**src/rtl/biu_arbiter.sv**
```systemverilog
`timescale 1ns/1ps
// biu_arbiter: shares one BIU slave port among NUM_MASTERS masters.
// Each master has a one-deep request buffer; grants rotate round-robin.
module biu_arbiter #(
   parameter int NUM_MASTERS = 4,
   parameter int ADDR_WIDTH  = 32,
   parameter int DATA_WIDTH  = 32
) (
   input  logic                              clk,
   input  logic                              n_rst,
   input  logic [NUM_MASTERS*ADDR_WIDTH-1:0] m_address,
   input  logic [NUM_MASTERS*DATA_WIDTH-1:0] m_data_out,
   input  logic [NUM_MASTERS-1:0]            m_rnw,
   input  logic [NUM_MASTERS-1:0]            m_en,
   output logic [NUM_MASTERS*DATA_WIDTH-1:0] m_data_in,
   output logic [NUM_MASTERS-1:0]            m_data_valid,
   output logic [NUM_MASTERS-1:0]            m_busy,
   output logic [ADDR_WIDTH-1:0]             s_address,
   output logic [DATA_WIDTH-1:0]             s_data_out,
   output logic                              s_rnw,
   output logic                              s_en,
   input  logic [DATA_WIDTH-1:0]             s_data_in,
   input  logic                              s_data_valid
);
   localparam int IW = $clog2(NUM_MASTERS);

   typedef enum logic [1:0] {IDLE = 2'd0, ISSUE = 2'd1, WAIT = 2'd2} state_t;

   state_t                 state_r;
   state_t                 state_next_s;
   logic [NUM_MASTERS-1:0] pend_r;
   logic [ADDR_WIDTH-1:0]  addr_r  [NUM_MASTERS];
   logic [DATA_WIDTH-1:0]  wdata_r [NUM_MASTERS];
   logic [NUM_MASTERS-1:0] rnw_r;
   logic [IW-1:0]          last_r;
   logic [IW-1:0]          grant_r;
   logic [IW-1:0]          winner_s;
   logic                   issue_s;
   logic                   complete_s;

   function automatic logic [IW-1:0] rr_idx(input logic [IW-1:0] base, input int step);
      return IW'((int'(base) + step) % NUM_MASTERS);
   endfunction

   assign m_busy = pend_r;

   // Round-robin search; scanning from the far end lets the nearest pending master win.
   always_comb begin
      winner_s = last_r;
      for (int k = NUM_MASTERS; k >= 1; k--) begin
         winner_s = pend_r[rr_idx(last_r, k)] ? rr_idx(last_r, k) : winner_s;
      end
   end

   // FSM state register.
   always_ff @(posedge clk or negedge n_rst) begin
      if (!n_rst) begin
         state_r <= IDLE;
      end else begin
         state_r <= state_next_s;
      end
   end

   // FSM next-state logic.
   always_comb begin
      state_next_s = state_r;
      case (state_r)
         IDLE:    state_next_s = (|pend_r) ? ISSUE : IDLE;
         ISSUE:   state_next_s = s_data_valid ? IDLE : WAIT;
         WAIT:    state_next_s = s_data_valid ? IDLE : WAIT;
         default: state_next_s = IDLE;
      endcase
   end

   // FSM decode: grant in IDLE, completion only while a transaction is outstanding.
   always_comb begin
      issue_s    = 1'b0;
      complete_s = 1'b0;
      case (state_r)
         IDLE:    issue_s    = |pend_r;
         ISSUE:   complete_s = s_data_valid;
         WAIT:    complete_s = s_data_valid;
         default: begin
            issue_s    = 1'b0;
            complete_s = 1'b0;
         end
      endcase
   end

   // Request buffers; a strobe while pending is dropped, completion frees the slot.
   always_ff @(posedge clk or negedge n_rst) begin
      if (!n_rst) begin
         pend_r <= '0;
         rnw_r  <= '0;
         for (int i = 0; i < NUM_MASTERS; i++) begin
            addr_r[i]  <= '0;
            wdata_r[i] <= '0;
         end
      end else begin
         for (int i = 0; i < NUM_MASTERS; i++) begin
            if (complete_s && (grant_r == IW'(i))) begin
               pend_r[i] <= 1'b0;
            end else if (m_en[i] && !pend_r[i]) begin
               pend_r[i]  <= 1'b1;
               addr_r[i]  <= m_address[i*ADDR_WIDTH +: ADDR_WIDTH];
               wdata_r[i] <= m_data_out[i*DATA_WIDTH +: DATA_WIDTH];
               rnw_r[i]   <= m_rnw[i];
            end
         end
      end
   end

   // Grant register and slave-side request outputs.
   always_ff @(posedge clk or negedge n_rst) begin
      if (!n_rst) begin
         last_r     <= IW'(NUM_MASTERS - 1);
         grant_r    <= '0;
         s_en       <= 1'b0;
         s_address  <= '0;
         s_data_out <= '0;
         s_rnw      <= 1'b0;
      end else begin
         s_en <= issue_s;
         if (issue_s) begin
            grant_r    <= winner_s;
            last_r     <= winner_s;
            s_address  <= addr_r[winner_s];
            s_data_out <= wdata_r[winner_s];
            s_rnw      <= rnw_r[winner_s];
         end
      end
   end

   // Response routing back to the granted master.
   always_ff @(posedge clk or negedge n_rst) begin
      if (!n_rst) begin
         m_data_valid <= '0;
         m_data_in    <= '0;
      end else begin
         for (int i = 0; i < NUM_MASTERS; i++) begin
            m_data_valid[i] <= complete_s && (grant_r == IW'(i));
            if (complete_s && (grant_r == IW'(i))) begin
               m_data_in[i*DATA_WIDTH +: DATA_WIDTH] <= s_data_in;
            end
         end
      end
   end
endmodule

```
**config.mk**
```make
export PLATFORM = sky130hd
export DESIGN_NAME = biu_arbiter
export DESIGN_NICKNAME = d
export VERILOG_FILES = /design/src/rtl/biu_arbiter.sv
export SDC_FILE = /design/constraint.sdc
export NUM_CORES = 1
export LEC_CHECK = 0
export CORE_MARGIN = 2
export CORE_UTILIZATION = 23
export CTS_BUF_LIST = sky130_fd_sc_hd__clkbuf_8
export DETAILED_ROUTE_END_ITERATION = 6
export PLACE_DENSITY = 0.49
export SETUP_SLACK_MARGIN = 0.1
export SLEW_MARGIN = 10
export SYNTH_ARGS = -nofsm -noshare
export SYNTH_HDL_FRONTEND = slang
export SYNTH_SLANG_ARGS = --single-unit
```
**constraint.sdc**
```tcl
create_clock -name clk -period 2.4 [get_ports clk]
set_input_delay 0.24 -clock clk [delete_from_list [all_inputs] [get_ports clk]]
set_output_delay 0.24 -clock clk [all_outputs]
set_load 0.005 [all_outputs]
```
; ---- Word-level counts from Yosys, hierarchy flattened
; Index checks and enable logic that the tools add are counted.
[classes]
n_eq_ne = 5
reduce_logical = 24
order_cmp = 6
add_sub_neg = 4
n_mux = 33
n_bitwise = 5
[ops]
columns = op, n
row1 = 32-bit binary-select mux with 2-bit select, 2
row2 = 32-bit 2-to-1 mux, 4
row3 = 1-bit 2-to-1 mux, 16
row4 = 2-bit by 3-bit < comparator with 1-bit output (second input constant), 5
row5 = 1-bit binary-select mux with 2-bit select, 5
row6 = 2-bit 2-to-1 mux, 5
row7 = 1-bit logical AND, 8
row8 = 2-bit AND reduction, 4
row9 = 2-bit nonzero test, 4
row10 = 2-bit == test (second input constant), 3
row11 = 2-bit by 1-bit adder with 2-bit output (second input constant), 2
row12 = 2-bit adder (second input constant), 2
row13 = 2-bit by 1-bit == test with 1-bit output (second input constant), 2
row14 = 1-bit zero test, 4
row15 = 2-bit zero test, 2
row16 = 1-bit inverter, 4
row17 = 2-bit case mux with 2 select lines, 1
row18 = 4-bit OR reduction, 1
row19 = 3-bit greater-or-equal comparator (second input constant), 1
row20 = 2-bit inverter with 3-bit output, 1
row21 = 2-bit OR reduction, 1
[totals]
out_inout_bits = 202
inputBits = 299
ff_bits = 468

; ---- Longest topological paths before layout
; Gate-level depths: netlist of run 1.
[depth]
ltp_word = 11
ltp_mapped = 10

; ---- Worst setup path after synthesis of run 1
; No wires, ideal clock.
[synth_path]
kind = reg2reg
from = register state_r[0]
to = register addr_r[32] in the netlist's numbering
path_stages_with_launch = 11
setup_slack_ns = 0.304
required_ns = 2.273
n_path_buf = 3
arrival_ns = 1.969
synth_period_minus_slack_ns = 2.096
cell_sequence = dfrtp_1 inv_1 ha_1 nand3_1 or2_1 buf_2 inv_2 nor3b_1 buf_6 buf_6 mux2_1
[synth_via]
elab_chain_cells = 6
elab_cells_between_ends = 7
cone_classes = eq/ne (2) / mux (1) / bitwise (1) / reduce/logical (3)
[synth_lines]
columns = item, line
row1 = from (decl), 29  ; state_t state_r;
row2 = from (signal assigned), 60  ; state_r <= state_next_s;
row3 = 2-bit == test or 2-bit by 1-bit == test with 1-bit output (tied branches), 79  ; case (state_r)
row4 = 2-bit OR reduction (no source line) (*), n/a
row5 = 1-bit 2-to-1 mux (*), 79
row6 = 1-bit logical AND (*), 101  ; if (complete_s && (grant_r == IW'(i))) begin
row7 = 1-bit inverter (no source line) (*), n/a
row8 = 2-bit AND reduction (no source line) (*), n/a
row9 = "to (signal, indexed assignment)", 105  ; addr_r[i] <= m_address[i*ADDR_WIDTH +: ADDR_WIDTH];
row10 = to (decl), 32  ; logic [ADDR_WIDTH-1:0] addr_r [NUM_MASTERS];
; Mark *: on every way between the ends. The rest lies on a longest branch, timed or not.
; A chain may end at the register's enable or synchronous reset.

; ---- Final worst setup path of run 1
[layout_path]
from = register state_r[0]
to = register wdata_r[127] in the netlist's numbering
[layout_via]
elab_chain_cells = 6
elab_cells_between_ends = 7
cone_classes = eq/ne (2) / mux (1) / bitwise (1) / reduce/logical (3)
[layout_lines]
columns = item, line
row1 = 2-bit == test or 2-bit by 1-bit == test with 1-bit output (tied branches), 79
row2 = 2-bit OR reduction (no source line) (*), n/a
row3 = 1-bit 2-to-1 mux (*), 79
row4 = 1-bit logical AND (*), 101
row5 = 1-bit inverter (no source line) (*), n/a
row6 = 2-bit AND reduction (no source line) (*), n/a
row7 = "to (signal, indexed assignment)", 106  ; wdata_r[i] <= m_data_out[i*DATA_WIDTH +: DATA_WIDTH];
row8 = to (decl), 33  ; logic [DATA_WIDTH-1:0] wdata_r [NUM_MASTERS];
; Marked as above.

==> impl_metrics.xml, run 1 <==
<?xml version="1.0" encoding="UTF-8"?>
<metrics>
  <group name="run_status">
    <metric name="outcome" unit="">complete, no violations</metric>
  </group>
  <group name="timing">
    <metric name="final.hold.worst_slack" unit="ns">0.164</metric>
    <metric name="slew_headroom" unit="%">56.5</metric>
    <metric name="max_clock_freq" unit="GHz">0.460</metric>
    <metric name="finalHoldViolations" unit="">0</metric>
    <metric name="clock_skew" unit="ns">0.0380</metric>
    <metric name="tightest_slew" unit="ns">0.652</metric>
    <metric name="shortest_clock_period_the_worst_path_allows_after_layout" unit="ns">2.18</metric>
    <metric name="slew_violations" unit="">0</metric>
    <metric name="grt_setup_unrepaired" unit="">false</metric>
    <metric name="setup_tns" unit="ns">0</metric>
    <metric name="finalSetupViolCount" unit="">0</metric>
    <metric name="post-route-period-util" unit="%">90.6</metric>
  </group>
  <group name="cts">
    <metric name="ctsLongestPathBuffers" unit="">3</metric>
    <metric name="number_of_buffers_created_by_cts" unit="">89</metric>
    <metric name="clock_latency" unit="ns">0.66</metric>
    <metric name="cts_tree" unit="">done</metric>
    <metric name="cts_root_buffer" unit="">sky130_fd_sc_hd__clkbuf_8</metric>
    <metric name="clk_pin_slew" unit="ns">0.06</metric>
    <metric name="cts_htree_levels" unit="">3</metric>
    <metric name="cts.sink_count" unit="">467</metric>
  </group>
  <group name="global_route">
    <metric name="grt_start_max_net_pins" unit="">67</metric>
    <metric name="overflow" unit="">0</metric>
    <metric name="grt_util_all_layers" unit="%">14.8</metric>
    <metric name="first_global_vias" unit="">14700</metric>
    <metric name="initial_antenna_violation_count" unit="">15</metric>
    <metric name="first_pass_grt_wire_length" unit="mm">95.8</metric>
  </group>
  <group name="finish">
    <metric name="fillers" unit="">8107</metric>
    <metric name="layout.nets" unit="">2254</metric>
    <metric name="post_route_cells_drive_above_1_share" unit="%">18.0</metric>
    <metric name="area.growth.synth_to_final" unit="%">45.5</metric>
    <metric name="final_cell_count_no_fill" unit="">3095</metric>
    <metric name="sequential_cell_area" unit="mm²">0.0117</metric>
    <metric name="multi_input_area" unit="mm²">0.00681</metric>
    <metric name="share_of_the_core_filled_with_cells_in_the_final_layout" unit="%">33.7</metric>
  </group>
  <group name="critical_path">
    <metric name="reg2reg_slack" unit="ns">0.22</metric>
    <metric name="timing.rr.start" unit="">state_r[0]</metric>
    <metric name="timing.critical_path.arrival" unit="ns">2.71</metric>
    <metric name="critical_path.n_buffers_inverters" unit="">3</metric>
    <metric name="crit_type" unit="">reg -&gt; reg</metric>
    <metric name="critPathLaunch" unit="">state_r[0]</metric>
    <metric name="crit_required" unit="ns">2.94</metric>
    <metric name="regToRegEndpoint" unit="">wdata_r[127]</metric>
    <metric name="startpoint_type" unit="">flop</metric>
    <metric name="crit_slowest_cell" unit="">sky130_fd_sc_hd__dfrtp_1</metric>
    <metric name="delay_of_the_slowest_critical_path_stage" unit="ns">0.40</metric>
    <metric name="worst-path-stages" unit="">8</metric>
    <metric name="critical_path_peak_fanout" unit="">25</metric>
    <metric name="timing.critical_path.to_type" unit="">flop</metric>
    <metric name="setup.worst_path.end" unit="">wdata_r[127]</metric>
    <metric name="category_of_cells_accounting_for_the_largest_share_of_critical_path_delay" unit="">buffers and inverters</metric>
    <metric name="r2r_cells" unit="">8</metric>
    <metric name="crit_chain" unit="">inv_1, ha_1, nand2_1, nor3_4, nor3b_4, buf_4, buf_6, mux2_2</metric>
  </group>
  <group name="route">
    <metric name="via_count" unit="">13200</metric>
    <metric name="route.final.wire_length" unit="mm">63.7</metric>
    <metric name="remaining_drc_errors" unit="">0</metric>
    <metric name="detail_route.wl_per_cell" unit="µm">20.6</metric>
    <metric name="vias_per_cell" unit="">4.28</metric>
    <metric name="drt-initial-drc-count" unit="">423</metric>
    <metric name="antenna_left" unit="">0</metric>
    <metric name="drtPass1Iterations" unit="">4</metric>
  </group>
  <group name="die">
    <metric name="io_pins" unit="">501</metric>
    <metric name="die_w" unit="µm">291</metric>
    <metric name="core_region_area" unit="mm²">0.0818</metric>
    <metric name="die-area" unit="mm²">0.0847</metric>
    <metric name="start_util" unit="%">23.1</metric>
    <metric name="die_h" unit="µm">291</metric>
    <metric name="fp-row-count" unit="">105</metric>
  </group>
  <group name="placement">
    <metric name="post-place-cells" unit="">2924</metric>
    <metric name="gpl.final_weighted_congestion" unit="">0.768</metric>
    <metric name="port_buffers" unit="">500</metric>
    <metric name="dpl.hpwl" unit="mm">43.7</metric>
  </group>
  <group name="synthesis">
    <metric name="synth.cell_area" unit="mm²">0.0189</metric>
    <metric name="synth_adder_area_share" unit="%">0.132</metric>
    <metric name="post_synth_xor_area_fraction" unit="%">0</metric>
    <metric name="synth_top_family_by_area" unit="">multiplexers</metric>
    <metric name="ys_seq_elements" unit="">467</metric>
    <metric name="synth_nets" unit="">1679</metric>
    <metric name="commonest_register_cell_after_synthesis" unit="">sky130_fd_sc_hd__dfrtp_1</metric>
    <metric name="synth_async_sr_flop_share" unit="%">100</metric>
    <metric name="synth_area_leader_cell" unit="">sky130_fd_sc_hd__dfrtp_1</metric>
    <metric name="syn_inst_count" unit="">1378</metric>
    <metric name="seq_area_frac_synth" unit="%">61.7</metric>
    <metric name="yosys_synthesis_warning_count" unit="">0</metric>
    <metric name="muxShareOfSynthArea" unit="%">26.1</metric>
    <metric name="synth_edf_count" unit="">0</metric>
    <metric name="netlist_top_cells_area" unit="">sky130_fd_sc_hd__dfrtp_1 (61%), sky130_fd_sc_hd__mux2_1 (9.8%), sky130_fd_sc_hd__mux2_2 (9.5%)</metric>
    <metric name="post_synth_and_or_nand_nor_area_fraction" unit="%">5.99</metric>
    <metric name="synth_cell_types" unit="">31</metric>
    <metric name="syn-mean-instance-area" unit="µm²">13.7</metric>
    <metric name="synth-compound-area-share" unit="%">3.37</metric>
    <metric name="synth_top_area_share" unit="%">61.4</metric>
  </group>
  <group name="min_path">
    <metric name="worst_hold_path_type" unit="">in -&gt; async</metric>
  </group>
  <group name="power">
    <metric name="power_leakage" unit="µW">0.0123</metric>
    <metric name="vdd_ir_drop_max" unit="V">0.000813</metric>
    <metric name="pwr_density_cell" unit="mW/mm²">1390</metric>
    <metric name="report.power.total" unit="µW">38400</metric>
  </group>
  <group name="job">
    <metric name="maxCapViolCount" unit="">0</metric>
  </group>
</metrics>
cell type report:
cell class,instances,area share (%)
Clock buffer,109,5.44
Clock inverter,49,1.09
Antenna cell,5,0.0454
Multi-Input combinational cell,821,24.7
Sequential cell,467,42.4
Timing Repair Buffer,567,21.3
Inverter,7,0.0953
Tap cell,1070,4.86
cell families (layout without fill, tap and decap cells):
| group | count (synthesis) | after routing |
|---|---|---|
| other | 0 | 5 |
| adders and majority gates | 2 | 2 |
| AOI/OAI and AO/OA | 75 | 75 |
| DFF | 467 | 467 |
| muxes | 454 | 454 |
| and+or+nand+nor | 290 | 290 |
| buffers and inverters | 90 | 732 |
where the power goes:
group	switching, µW	total, µW	internal [µW]
Combinational	7380	16600	9180
Sequential	2170	14000	11800
Clock	3490	7820	4330
Total	13000	38400	25300
state kept, by name, indices dropped and copies added (netlist names):
register,count
m_data_valid,4
grant_r,2
m_busy,4
state_r,2
addr_r,128
m_data_in,128
rnw_r,4
wdata_r,128
s_data_out,32
s_rnw,1
last_r,2
s_address,32
how the worst min path moves through the flow:
| stage | slack [ns] | to | depth (start not counted) |
|---|---|---|---|
| 2_1_floorplan | -0.06 | addr_r[0] | 0 |
| 3_3_place_gp | 0.27 | wdata_r[109] | 1 |
| 3_5_place_dp | 0.29 | wdata_r[109] | 1 |
| 4_1_cts | 0.08 | wdata_r[84] | 2 |
| 5_1_grt | 0.11 | addr_r[92] | 2 |
| 6_report | 0.16 | wdata_r[79] | 2 |
synth_stat cells (2+ instances only):
cell	instances
sky130_fd_sc_hd__dfrtp_1	465
sky130_fd_sc_hd__nand2_1	263
sky130_fd_sc_hd__mux2_1	165
sky130_fd_sc_hd__mux2_2	159
sky130_fd_sc_hd__mux2i_1	130
sky130_fd_sc_hd__o221ai_1	65
sky130_fd_sc_hd__buf_2	43
sky130_fd_sc_hd__clkbuf_1	23
sky130_fd_sc_hd__buf_6	15
sky130_fd_sc_hd__nor2_1	12
sky130_fd_sc_hd__a21oi_1	5
sky130_fd_sc_hd__inv_1	4
sky130_fd_sc_hd__nand2b_1	4
sky130_fd_sc_hd__nor3b_1	3
sky130_fd_sc_hd__dfstp_2	2
sky130_fd_sc_hd__ha_1	2
sky130_fd_sc_hd__inv_2	2
sky130_fd_sc_hd__o21ai_1	2
sky130_fd_sc_hd__or2_1	2
stage by stage:
stage               setup slack, ns  instance area, µm²
floorplan                     0.304               18900
global placement              0.175               25700
detailed placement            0.141               25700
CTS                           0.154               27500
global route                  0.109               27600
finish                        0.225               27600
layer usage:
metal | vias to the layer above | GRT usage [%] | wire length (µm)
met4 | 18 | 5.09 | 1690
met3 | 117 | 4.65 | 4270
li1 | 6015 | - | -
met1 | 6660 | 18.2 | 27000
met2 | 427 | 24.6 | 30700
met5 | - | 0 | 116
worst reg2reg max path: stages, from the launching register on:
cell and delay [ns]:
sky130_fd_sc_hd__dfrtp_1 0.40, sky130_fd_sc_hd__inv_1 0.06, sky130_fd_sc_hd__ha_1 0.33, sky130_fd_sc_hd__nand2_1 0.14, sky130_fd_sc_hd__nor3_4 0.07, sky130_fd_sc_hd__nor3b_4 0.21
sky130_fd_sc_hd__buf_4 0.18, sky130_fd_sc_hd__buf_6 0.31, sky130_fd_sc_hd__mux2_2 0.39
cell usage in the layout, fill, tap and decap left out, types with 36 or more instances in the layout:
| master | count |
|---|---|
| sky130_fd_sc_hd__mux2_2 | 159 |
| sky130_fd_sc_hd__mux2_1 | 165 |
| sky130_fd_sc_hd__clkbuf_8 | 109 |
| sky130_fd_sc_hd__o221ai_1 | 65 |
| sky130_fd_sc_hd__clkdlybuf4s50_1 | 499 |
| sky130_fd_sc_hd__nand2_1 | 262 |
| sky130_fd_sc_hd__inv_1 | 37 |
| sky130_fd_sc_hd__dfrtp_1 | 465 |
| sky130_fd_sc_hd__mux2i_1 | 130 |
| sky130_fd_sc_hd__buf_4 | 36 |
what timing repair did:
| action | in CTS | in global routing |
|---|---|---|
| hold buffers | 1 | 0 |
| gates resized for setup | 0 | 4 |
| endpoints found under the hold margin | 119 | 0 |
| setup endpoints to repair | 0 | 70 |
| setup buffers | 0 | 6 |
Note: power is estimated with default switching activity, not from simulation.
==> run 2: changes to the inputs <==
--- a/config.mk
+++ b/config.mk
@@ -5,11 +5,11 @@
 export SDC_FILE = /design/constraint.sdc
 export NUM_CORES = 1
 export LEC_CHECK = 0
-export CORE_MARGIN = 2
 export CORE_UTILIZATION = 23
 export CTS_BUF_LIST = sky130_fd_sc_hd__clkbuf_8
 export DETAILED_ROUTE_END_ITERATION = 6
 export PLACE_DENSITY = 0.49
+export RECOVER_POWER = 100
 export SETUP_SLACK_MARGIN = 0.1
 export SLEW_MARGIN = 10
 export SYNTH_ARGS = -nofsm -noshare
==> impl_metrics.xml, run 2 (synthesis results as in run 1) <==
<?xml version="1.0" encoding="UTF-8"?>
<metrics>
  <group name="route">
    <metric name="vias_per_cell" unit="">4.30</metric>
    <metric name="drt-initial-drc-count" unit="">424</metric>
    <metric name="detail_route.wl_per_cell" unit="µm">20.6</metric>
    <metric name="remaining_drc_errors" unit="">0</metric>
    <metric name="via_count" unit="">13200</metric>
    <metric name="antenna_left" unit="">0</metric>
    <metric name="drtPass1Iterations" unit="">4</metric>
    <metric name="route.final.wire_length" unit="mm">63.2</metric>
  </group>
  <group name="critical_path">
    <metric name="category_of_cells_accounting_for_the_largest_share_of_critical_path_delay" unit="">simple AND/OR/NAND/NOR gates</metric>
    <metric name="crit_chain" unit="">inv_1, ha_1, nand2_1, nor3_1, nor3b_2, buf_12, mux2_2</metric>
    <metric name="crit_slowest_cell" unit="">sky130_fd_sc_hd__mux2_2</metric>
    <metric name="regToRegEndpoint" unit="">addr_r[104]</metric>
    <metric name="timing.critical_path.to_type" unit="">flop</metric>
    <metric name="reg2reg_slack" unit="ns">0.18</metric>
    <metric name="timing.critical_path.arrival" unit="ns">2.75</metric>
    <metric name="critical_path.n_buffers_inverters" unit="">2</metric>
    <metric name="timing.rr.start" unit="">state_r[0]</metric>
    <metric name="crit_required" unit="ns">2.93</metric>
    <metric name="r2r_cells" unit="">7</metric>
    <metric name="crit_type" unit="">reg -&gt; reg</metric>
    <metric name="startpoint_type" unit="">flop</metric>
    <metric name="setup.worst_path.end" unit="">addr_r[104]</metric>
    <metric name="worst-path-stages" unit="">7</metric>
    <metric name="critical_path_peak_fanout" unit="">51</metric>
    <metric name="critPathLaunch" unit="">state_r[0]</metric>
    <metric name="delay_of_the_slowest_critical_path_stage" unit="ns">0.39</metric>
  </group>
  <group name="cts">
    <metric name="number_of_buffers_created_by_cts" unit="">87</metric>
    <metric name="clk_pin_slew" unit="ns">0.06</metric>
    <metric name="clock_latency" unit="ns">0.68</metric>
    <metric name="cts_htree_levels" unit="">3</metric>
    <metric name="cts_root_buffer" unit="">sky130_fd_sc_hd__clkbuf_8</metric>
    <metric name="cts.sink_count" unit="">467</metric>
    <metric name="ctsLongestPathBuffers" unit="">3</metric>
    <metric name="cts_tree" unit="">done</metric>
  </group>
  <group name="die">
    <metric name="die_h" unit="µm">289</metric>
    <metric name="die-area" unit="mm²">0.0835</metric>
    <metric name="io_pins" unit="">501</metric>
    <metric name="start_util" unit="%">23.4</metric>
    <metric name="fp-row-count" unit="">104</metric>
    <metric name="die_w" unit="µm">289</metric>
    <metric name="core_region_area" unit="mm²">0.0811</metric>
  </group>
  <group name="timing">
    <metric name="tightest_slew" unit="ns">1.32</metric>
    <metric name="finalSetupViolCount" unit="">0</metric>
    <metric name="grt_setup_unrepaired" unit="">true</metric>
    <metric name="finalHoldViolations" unit="">0</metric>
    <metric name="slew_violations" unit="">0</metric>
    <metric name="clock_skew" unit="ns">0.0495</metric>
    <metric name="setup_tns" unit="ns">0</metric>
    <metric name="slew_headroom" unit="%">12.0</metric>
    <metric name="max_clock_freq" unit="GHz">0.450</metric>
    <metric name="post-route-period-util" unit="%">92.6</metric>
    <metric name="shortest_clock_period_the_worst_path_allows_after_layout" unit="ns">2.22</metric>
    <metric name="final.hold.worst_slack" unit="ns">0.162</metric>
  </group>
  <group name="finish">
    <metric name="post_route_cells_drive_above_1_share" unit="%">16.3</metric>
    <metric name="multi_input_area" unit="mm²">0.00679</metric>
    <metric name="layout_top_registers" unit="">addr_r (128), m_data_in (128), wdata_r (128)</metric>
    <metric name="sequential_cell_area" unit="mm²">0.0117</metric>
    <metric name="fillers" unit="">8023</metric>
    <metric name="share_of_the_core_filled_with_cells_in_the_final_layout" unit="%">33.5</metric>
    <metric name="layout.nets" unit="">2243</metric>
    <metric name="layout.cells.most_common" unit="">sky130_fd_sc_hd__dfrtp_1</metric>
    <metric name="area.growth.synth_to_final" unit="%">43.4</metric>
    <metric name="mostFrequentLayoutCells" unit="">sky130_fd_sc_hd__dfrtp_1 (465), sky130_fd_sc_hd__clkdlybuf4s50_1 (297), sky130_fd_sc_hd__nand2_1 (262)</metric>
  </group>
  <group name="global_route">
    <metric name="grt_start_max_net_pins" unit="">80</metric>
    <metric name="initial_antenna_violation_count" unit="">12</metric>
    <metric name="first_pass_grt_wire_length" unit="mm">93.6</metric>
    <metric name="overflow" unit="">0</metric>
    <metric name="first_global_vias" unit="">14700</metric>
    <metric name="grt_util_all_layers" unit="%">15.0</metric>
  </group>
  <group name="placement">
    <metric name="gpl.final_weighted_congestion" unit="">0.756</metric>
    <metric name="port_buffers" unit="">500</metric>
    <metric name="dpl.hpwl" unit="mm">43.4</metric>
  </group>
  <group name="job">
    <metric name="maxCapViolCount" unit="">0</metric>
  </group>
  <group name="power">
    <metric name="power_leakage" unit="µW">0.0124</metric>
    <metric name="pwr_density_cell" unit="mW/mm²">1370</metric>
    <metric name="vdd_ir_drop_max" unit="V">0.000722</metric>
  </group>
  <group name="run_status">
    <metric name="outcome" unit="">complete, no violations</metric>
  </group>
  <group name="min_path">
    <metric name="worst_hold_path_type" unit="">in -&gt; reg</metric>
  </group>
</metrics>
run 2: cell types whose count changed in the layout (fill, tap and decap cells not counted), moves of 9 or more:
cell                              change
sky130_fd_sc_hd__buf_12              -10
sky130_fd_sc_hd__dlygate4sd3_1      +202
sky130_fd_sc_hd__clkdlybuf4s50_1    -202
sky130_fd_sc_hd__clkbuf_1            +11
sky130_fd_sc_hd__inv_1                +9
sky130_fd_sc_hd__buf_4               -22
run 2: repair_timing:
item,4_1_cts,5_1_grt
hold buffers,1,0
setup buffers,0,0
setup endpoints to repair,0,5
endpoints found under the hold margin,61,0
gates resized for setup,0,2
run 2: routing by layer:
layer	up-vias	part of all wire (%)	global-route usage, %
met3	125	7.1	4.87
met5	-	0.15	0
met2	409	49	25.3
met1	6671	41	17.9
li1	5991	-	-
met4	14	2.8	4.87
run 2: metrics by stage:
stage	area [µm²]	total power (µW)	worst slack, ns	std cells
3_3_place_gp	25600	30500	0.180	2912
4_1_cts	27300	38700	0.147	3067
2_1_floorplan	18900	22600	0.304	1378
6_report	27200	37100	0.178	3073
5_1_grt	27200	39800	0.0419	3071
3_5_place_dp	25600	30900	0.148	2912
run 2: area by class of cell:
cell class | instances | area share, %
diodes | 6 | 0.0553
clock buffers | 103 | 5.22
clock inverters | 51 | 1.00
inverters | 7 | 0.0967
multi-input cells | 821 | 25.0
flip-flops and latches | 467 | 43.0
well taps | 1060 | 4.88
repair buffers | 558 | 20.7
run 2: power by group:
part	switching (µW)	internal [µW]
Combinational	7460	8310
Clock	3510	4020
Sequential	2000	11800
Total	13000	24100
run 2: how the worst min path moves through the flow:
stage	depth (start not counted)	to	slack, ns	start
2_1_floorplan	0	addr_r[0]	-0.06	n_rst
3_3_place_gp	1	wdata_r[81]	0.35	n_rst
3_5_place_dp	1	wdata_r[81]	0.34	n_rst
4_1_cts	2	addr_r[90]	0.07	m_address[58]
5_1_grt	2	wdata_r[57]	0.09	m_data_out[89]
6_report	2	wdata_r[57]	0.16	m_data_out[89]
